[src/rtl/fetch_unit_pkg.sv]
// Shared definitions for the instruction fetch unit: FSM state encoding and
// default program-space geometry.
package fetch_unit_pkg;

   localparam int unsigned PC_W_DEFAULT     = 16;
   localparam int unsigned CNT_W_DEFAULT    = 16;
   localparam int unsigned PROG_MAX_DEFAULT = 32'h0000_07FF;

   typedef enum logic [1:0] {
      ST_IDLE = 2'd0,
      ST_RUN  = 2'd1,
      ST_DONE = 2'd2
   } fetch_state_t;

endpackage : fetch_unit_pkg

[src/rtl/fetch_unit.sv]
// Instruction fetch sequencer: steps the program counter through the ROM,
// follows decoder jumps, and stops on halt or on leaving the legal range.
module fetch_unit
   import fetch_unit_pkg::*;
#(
   parameter int unsigned     PC_W     = PC_W_DEFAULT,
   parameter logic [PC_W-1:0] PROG_MAX = PC_W'(PROG_MAX_DEFAULT),
   parameter int unsigned     CNT_W    = CNT_W_DEFAULT
) (
   input  logic              Clk,
   input  logic              Reset,
   input  logic              Start,
   input  logic [PC_W-1:0]   StartAddr,
   input  logic              jump_en,
   input  logic [PC_W-1:0]   Target,
   input  logic              Halt,
   output logic [PC_W-1:0]   ProgCtr,
   output logic              Running,
   output logic              Done,
   output logic              Fault,
   output logic [CNT_W-1:0]  CycleCount
);

   fetch_state_t     state_q, state_d;
   logic [PC_W-1:0]  pc_q, pc_d;
   logic [CNT_W-1:0] cnt_q, cnt_d;
   logic             fault_q, fault_d;
   logic             running_q, done_q;

   // Next-state and datapath decode
   always_comb begin
      state_d = state_q;
      pc_d    = pc_q;
      cnt_d   = cnt_q;
      fault_d = fault_q;

      case (state_q)
         ST_IDLE, ST_DONE: begin
            if (Start) begin
               state_d = ST_RUN;
               pc_d    = StartAddr;
               cnt_d   = '0;
               fault_d = 1'b0;
            end
         end

         ST_RUN: begin
            // The exit cycle is still a RUN cycle, so count before deciding.
            if (cnt_q != {CNT_W{1'b1}}) begin
               cnt_d = cnt_q + CNT_W'(1);
            end

            if (Halt) begin
               state_d = ST_DONE;
            end else if (jump_en) begin
               if (Target > PROG_MAX) begin
                  state_d = ST_DONE;
                  fault_d = 1'b1;
               end else begin
                  pc_d = Target;
               end
            end else if (pc_q < PROG_MAX) begin
               pc_d = pc_q + PC_W'(1);
            end else begin
               // Falling off the end of program space is a fault, never a wrap.
               state_d = ST_DONE;
               fault_d = 1'b1;
            end
         end

         default: begin
            state_d = ST_IDLE;
         end
      endcase
   end

   // State and output registers
   always_ff @(posedge Clk) begin
      if (Reset) begin
         state_q   <= ST_IDLE;
         pc_q      <= '0;
         cnt_q     <= '0;
         fault_q   <= 1'b0;
         running_q <= 1'b0;
         done_q    <= 1'b0;
      end else begin
         state_q   <= state_d;
         pc_q      <= pc_d;
         cnt_q     <= cnt_d;
         fault_q   <= fault_d;
         running_q <= (state_d == ST_RUN);
         done_q    <= (state_d == ST_DONE);
      end
   end

   assign ProgCtr    = pc_q;
   assign CycleCount = cnt_q;
   assign Running    = running_q;
   assign Done       = done_q;
   assign Fault      = fault_q;

endmodule : fetch_unit

[config.mk]
export PLATFORM = sky130hd
export DESIGN_NAME = fetch_unit
export DESIGN_NICKNAME = d
export VERILOG_FILES = /design/src/rtl/fetch_unit_pkg.sv /design/src/rtl/fetch_unit.sv
export SDC_FILE = /design/constraint.sdc
export NUM_CORES = 1
export LEC_CHECK = 0
export CAP_MARGIN = 10
export CORE_MARGIN = 1
export CORE_UTILIZATION = 28
export CTS_BUF_LIST = sky130_fd_sc_hd__clkbuf_16
export CTS_CLUSTER_DIAMETER = 200
export DETAILED_ROUTE_END_ITERATION = 8
export PLACE_DENSITY_LB_ADDON = 0.25
export SLEW_MARGIN = 30
export SYNTH_ARGS = -nofsm -noshare
export SYNTH_HDL_FRONTEND = slang
export SYNTH_SLANG_ARGS = --single-unit
[constraint.sdc]
create_clock -name Clk -period 2.7 [get_ports Clk]
set_input_delay 0.27 -clock Clk [delete_from_list [all_inputs] [get_ports Clk]]
set_output_delay 0.27 -clock Clk [all_outputs]
set_load 0.1 [all_outputs]
==> After elaboration in Yosys (flattened, before gate mapping) <==
Index checks and enable logic that the tools add are counted.
{ "totals": {"regBits": 37, "input_bits": 37, "out_inout_bits": 35, "elab_cells": 49} }
{ "classes": {"n_addsub": 2, "n_lt_le_gt_ge": 2, "n_eq_ne": 12, "muxes": 21, "n_reduce_logical": 6} }
{ "ops": {"columns": ["operator", "n"], "rows": [
  ["16-bit 2-to-1 mux", 7],
  ["16-bit one-hot mux with 2 select lines", 2],
  ["16-bit by 1-bit adder with 16-bit output (second input constant)", 2],
  ["16-bit by 11-bit greater-than comparator with 1-bit output (second input constant)", 1],
  ["16-bit by 11-bit less-than comparator with 1-bit output (second input constant)", 1],
  ["16-bit inequality test (second input constant)", 1],
  ["3-bit inequality test (second input constant)", 4],
  ["2-bit 2-to-1 mux", 5],
  ["5-bit AND reduction", 2],
  ["2-bit inequality test (second input constant)", 3],
  ["1-bit 2-to-1 mux", 5],
  ["2-bit by 1-bit equality test with 1-bit output (second input constant)", 2],
  ["2-bit equality test (second input constant)", 2],
  ["2-bit one-hot mux with 2 select lines", 1],
  ["3-bit AND reduction", 1],
  ["2-bit zero test", 1],
  ["1-bit one-hot mux with 2 select lines", 1],
  ["2-bit nonzero test", 1],
  ["2-bit OR reduction", 1]
]} }

==> Longest topological paths before layout <==
{ "logic_depth": {"ltp_word": 6, "mapped_depth": 7, "depth_no_buf": 6} }

==> Least setup slack after synthesis <==
Ideal clock, no wire load.
{ "synth_timing": {"kind": "reg-to-reg", "start": "reg cnt_q[1], in the netlist CycleCount[1]", "end": "reg cnt_q[1], in the netlist CycleCount[1]", "setup_ns": 0.129, "arrival_ns": 2.507, "required_ns": 2.571, "slack_ns": 0.065, "path_stages_with_launch": 8, "n_path_buf": 1, "period_less_slack_ns": 2.635, "path_cell_list": "dfxtp_1 ha_1 nand2_1 or4_1 buf_2 or2_1 a32oi_1 nor2_1"} }
{ "synth_between": {"elab_chain_len": 3, "word_cells_on_any_way": 6, "cone_classes": "add/sub: 1; eq/ne: 2; mux: 2; reduce/logical: 1"} }
{ "synth_lines": {"columns": ["element", "line", "source"], "rows": [
  ["start: declaration", "fetch_unit.sv:26", "logic [CNT_W-1:0] cnt_q, cnt_d;"],
  ["start signal: assignment", "fetch_unit.sv:89", "cnt_q <= cnt_d;"],
  ["16-bit by 1-bit adder with 16-bit output / 16-bit inequality test (equally long branches)", "fetch_unit.sv:50, fetch_unit.sv:49", null],
  ["16-bit 2-to-1 mux / 2-bit inequality test (equally long branches)", null, null],
  ["16-bit one-hot mux with 2 select lines / 3-bit AND reduction (equally long branches)", null, null]
]} }
Several ways; a longest one is shown, not always the timed one. The select of a mux whose other input is x is not followed.
A chain may end at the register's enable or synchronous reset.

==> Final worst setup path <==
{ "layout_timing": {"start": "reg pc_q[0], in the netlist ProgCtr[0]", "end": "reg pc_q[2], in the netlist ProgCtr[2]"} }
{ "layout_between": {"elab_chain_len": 5, "word_cells_on_any_way": 8, "cone_classes": "add/sub: 1; order compare: 1; eq/ne: 1; mux: 4; reduce/logical: 1"} }
{ "layout_lines": {"columns": ["element", "line", "source"], "rows": [
  ["start: declaration", "fetch_unit.sv:25", "logic [PC_W-1:0] pc_q, pc_d;"],
  ["start signal: assignment", "fetch_unit.sv:88", "pc_q <= pc_d;"],
  ["16-bit by 1-bit adder with 16-bit output", "fetch_unit.sv:63", "pc_d = pc_q + PC_W'(1);"],
  ["16-bit 2-to-1 mux", "fetch_unit.sv:62", "end else if (pc_q < PROG_MAX) begin"],
  ["16-bit 2-to-1 mux", "fetch_unit.sv:55", "end else if (jump_en) begin"],
  ["16-bit 2-to-1 mux", "fetch_unit.sv:53", "if (Halt) begin"],
  ["16-bit one-hot mux with 2 select lines", "fetch_unit.sv:37", "case (state_q)"]
]} }
Several ways; a longest one is shown, not always the timed one. The select of a mux whose other input is x is not followed.

==> impl_table.tex <==
\begin{tabular}{lr}
\hline
Metric & Value \\
\hline
\multicolumn{2}{l}{\textbf{Run status}} \\
\quad Status & finished, final reports clean \\
\multicolumn{2}{l}{\textbf{Setup path}} \\
\quad R2r startpoint & ProgCtr[0] \\
\quad Critical path endpoint category & flop \\
\quad Cell family with most CP delay & compound AO/OA/AOI/OAI gates \\
\quad Data arrival time of the worst path & 2.47 ns \\
\quad Launch point of the critical path & ProgCtr[0] \\
\quad Critical path data required time & 2.89 ns \\
\quad WP buf/inv & 1 \\
\quad Delay of the slowest critical-path stage & 0.57 ns \\
\quad Startpoint type of the worst setup path & flop \\
\quad Category of the most critical setup path & flop to flop \\
\quad Critical path's slowest cell & sky130\_fd\_sc\_hd\_\_o41ai\_4 \\
\quad Most common cell on crit path & sky130\_fd\_sc\_hd\_\_and4\_1 \\
\quad Worst-path cell chain & ha\_1, and4\_1, and4\_1, o41ai\_4, buf\_4, nor2\_1, a311oi\_1 \\
\quad CP Max Fanout & 12 \\
\multicolumn{2}{l}{\textbf{Die}} \\
\quad DIE HEIGHT & around 88 microns \\
\quad I/O pin count & 72 \\
\quad Floorplan die width & 88.3 microns \\
\quad Number of core rows & 31 \\
\quad Initial cell density of the core & 0.289 \\
\quad Die area & between 0.007 and 0.008 sq mm \\
\quad Core Region & 0.00721 sq mm \\
\multicolumn{2}{l}{\textbf{GRT}} \\
\quad Number of global-route vias before repair & roughly 2.1k \\
\quad Global Route Usage Sum & 0.166 \\
\quad Number of antenna violations at the first check in global routing & 0 \\
\quad Total grt overflow & 0 \\
\quad Maximum number of pins on one net before global-route repair & 27 \\
\quad First-pass GRT wire length & $\sim$10 mm \\
\multicolumn{2}{l}{\textbf{Routing}} \\
\quad Vias per cell & slightly above 5 \\
\quad Residual antenna-violating net count after detailed routing & 0 \\
\quad Initial drt markers & 77 \\
\quad Wire length after detailed routing & 6.14 mm \\
\quad Vias after detailed routing & 2,227 \\
\quad Drt pass-1 iters & 4 \\
\quad Drt wl/cell & 14.0 microns \\
\quad Final routed DRC violation total & 0 \\
\multicolumn{2}{l}{\textbf{Layout}} \\
\quad Final std cell area, no fill & 0.00299 sq mm \\
\quad Final-stage net count & roughly 380 \\
\quad Number of diodes & 0 \\
\quad Fraction of layout instances using a drive strength above 1 & 0.171 \\
\quad Post-route core utilization & 0.414 \\
\quad Area growth from synthesis to layout & 43.5\% \\
\multicolumn{2}{l}{\textbf{Synth}} \\
\quad Post-synthesis cell type with the largest combined area & sky130\_fd\_sc\_hd\_\_dfxtp\_1 \\
\quad Cells taking the most area after synthesis & sky130\_fd\_sc\_hd\_\_dfxtp\_1 36\%, sky130\_fd\_sc\_hd\_\_nand2\_1 6.1\%, sky130\_fd\_sc\_hd\_\_nor2\_1 4.9\%, sky130\_fd\_sc\_hd\_\_o21ai\_0 4.6\%, sky130\_fd\_sc\_hd\_\_xor2\_1 4.2\% \\
\quad Post-synthesis async set-or-reset flop share & 0 \\
\quad Number of synthesized flops with an enable pin & 0 \\
\quad Count of warnings emitted by yosys & 0 \\
\quad Count of mapped cells out of synthesis & $\sim$270 \\
\quad Post-Syn Area & approximately 0.0021 sq mm \\
\quad Syn Area/Cell & 7.87 sq um \\
\quad Fraction of post-synthesis cell area in the top cell type by area & 0.355 \\
\quad Post-synth top flop & sky130\_fd\_sc\_hd\_\_dfxtp\_1 \\
\quad Number of nets produced by synthesis & 304 \\
\quad Flip-flop and latch count after synthesis & 37 \\
\quad Unique cell type count in the Yosys netlist & 51 \\
\quad Register area share after synthesis & 0.355 \\
\multicolumn{2}{l}{\textbf{Clock tree}} \\
\quad Latest clock arrival within the worst-skew pair & 0.28 ns \\
\quad Clock tree root driver cell & sky130\_fd\_sc\_hd\_\_clkbuf\_16 \\
\quad Max Root-Sink Buffers & 2 \\
\quad Num Clock Sinks & 37 \\
\quad H-tree depth & 2 \\
\quad Number of CTS-inserted buffers & 5 \\
\quad Clock tree from TritonCTS & done \\
\quad Reg clk slew, reported paths & about 0.060 ns \\
\multicolumn{2}{l}{\textbf{STA}} \\
\quad Count of endpoints failing hold in the final timing report & 0 \\
\quad Final slew viol count & 0 \\
\quad Worst-case clock skew & between 0.008 and 0.009 ns \\
\quad Min Tclk post-route & 2.27 ns \\
\quad Total Neg Setup Slack & 0 ns \\
\quad Final Cycle Share & 0.841 \\
\quad Smallest hold slack & about 0.5 ns \\
\quad Setup slack of the critical path after layout & about 0.43 ns \\
\quad Slew Limit Headroom & 0.610 \\
\quad Worst-margin pin slew & 0.583 ns \\
\quad Unrepaired setup endpoints after global routing & false \\
\quad Final count of negative-setup-slack endpoints & 0 \\
\quad Highest achievable clock rate & about 0.44 GHz \\
\multicolumn{2}{l}{\textbf{Power and ir drop}} \\
\quad Maximum ir drop on the vdd rail & 0.000224 V \\
\quad Ratio of total power to cell area & 524 mW/mm\^{}2 \\
\quad Static leakage & 0.00114 uW \\
\multicolumn{2}{l}{\textbf{Placed design}} \\
\quad Final HPWL from detailed placement & approximately 4.6 mm \\
\quad Final GP Congestion & 0.839 \\
\quad Total cell area at the placement stage & 0.00285 sq mm \\
\quad Dpl ws & around 0.16 ns \\
\quad \# port buffers & 71 \\
\multicolumn{2}{l}{\textbf{Worst hold path}} \\
\quad Min-delay src & CycleCount[6] \\
\quad Class of the most critical hold timing path & flop to flop \\
\multicolumn{2}{l}{\textbf{Job}} \\
\quad Max-capacitance violation count & 0 \\
\hline
\end{tabular}
where the power goes:
part           switching [uW]  leakage [uW]  internal [uW]  total [uW]
registers                32.9      0.000302            572         605
clock network             211     0.0000685            330         541
logic                     282      0.000768            138         420
logic make-up (layout without fill, tap and decap cells):
logic type,Yosys count,in the layout,synth area share
buffers and inverters,17,91,0.0360
adder cells (fa/ha/maj),2,2,0.0120
AO/OA/AOI/OAI,69,69,0.217
multiplexers,3,3,0.0144
AND/OR/NAND/NOR,123,123,0.306
flip-flops,37,37,0.355
XOR/XNOR,14,14,0.0588
flip-flops by register name (all words and copies together) (netlist names):
signal / cells
CycleCount: 16
Done: 1
Fault: 1
ProgCtr: 16
Running: 1
state_q: 2
cell usage after synthesis, drive strengths merged, types with 5 or more instances:
cell / instances
a211oi: 5
and4: 5
xor2: 10
buf: 6
clkbuf: 9
o21ai: 19
nand3: 12
a21oi: 17
o211ai: 6
a31oi: 5
dfxtp: 37
nor2: 28
nand4: 7
nand2: 34
per-layer routing:
metal	GRT usage	vias up	routed length [microns]
met5	0	-	0
li1	-	1127	-
met3	0.0299	9	258
met2	0.259	49	2740
met1	0.230	1042	3030
met4	0.0572	0	98
worst paths after layout:
check,end,slack [ns],cells past startpoint
worst max-delay path,ProgCtr[2],0.43,7
worst min-delay path,CycleCount[6],0.49,1
worst max register to register,ProgCtr[2],0.43,7
worst min register to register,CycleCount[6],0.49,1
final cells by class:
| type | count | area [sq um] |
|---|---|---|
| Inverter | 2 | 7.51 |
| Timing Repair Buffer | 82 | 706 |
| Clock buffer | 5 | 125 |
| Tap cell | 99 | 124 |
| Multi-Input combinational cell | 211 | 1280 |
| Fill cell | 775 | 4220 |
| Clock inverter | 2 | 7.51 |
| Sequential cell | 37 | 741 |
stage by stage:
step	instances	power (uW)
2_1_floorplan	265	896
3_3_place_gp	431	1030
3_5_place_dp	431	1040
4_1_cts	438	1570
5_1_grt	438	1630
6_report	438	1570
layout by cell type, fill, tap and decap left out, types with 4 or more instances in the layout:
cell type and count:
sky130_fd_sc_hd__nor4_1 4, sky130_fd_sc_hd__nand3_1 12, sky130_fd_sc_hd__dfxtp_1 37, sky130_fd_sc_hd__clkbuf_16 5, sky130_fd_sc_hd__o211ai_1 6, sky130_fd_sc_hd__a31oi_1 5, sky130_fd_sc_hd__xor2_1 10, sky130_fd_sc_hd__nand4_1 7
sky130_fd_sc_hd__a311oi_1 4, sky130_fd_sc_hd__a21oi_1 17, sky130_fd_sc_hd__xnor2_1 4, sky130_fd_sc_hd__nor2_1 27, sky130_fd_sc_hd__and4_1 5, sky130_fd_sc_hd__nor2b_1 4, sky130_fd_sc_hd__o21ai_0 19, sky130_fd_sc_hd__and3_1 4
sky130_fd_sc_hd__nand2_1 34, sky130_fd_sc_hd__a211oi_1 5, sky130_fd_sc_hd__clkdlybuf4s50_1 36, sky130_fd_sc_hd__buf_4 46
repair_timing:
item	4_1_cts	5_1_grt
hold buffers	0	0
setup endpoints to repair	0	2
setup buffers	0	0
gates resized for setup	0	1
No activity file was read; power rests on OpenSTA's default activity.
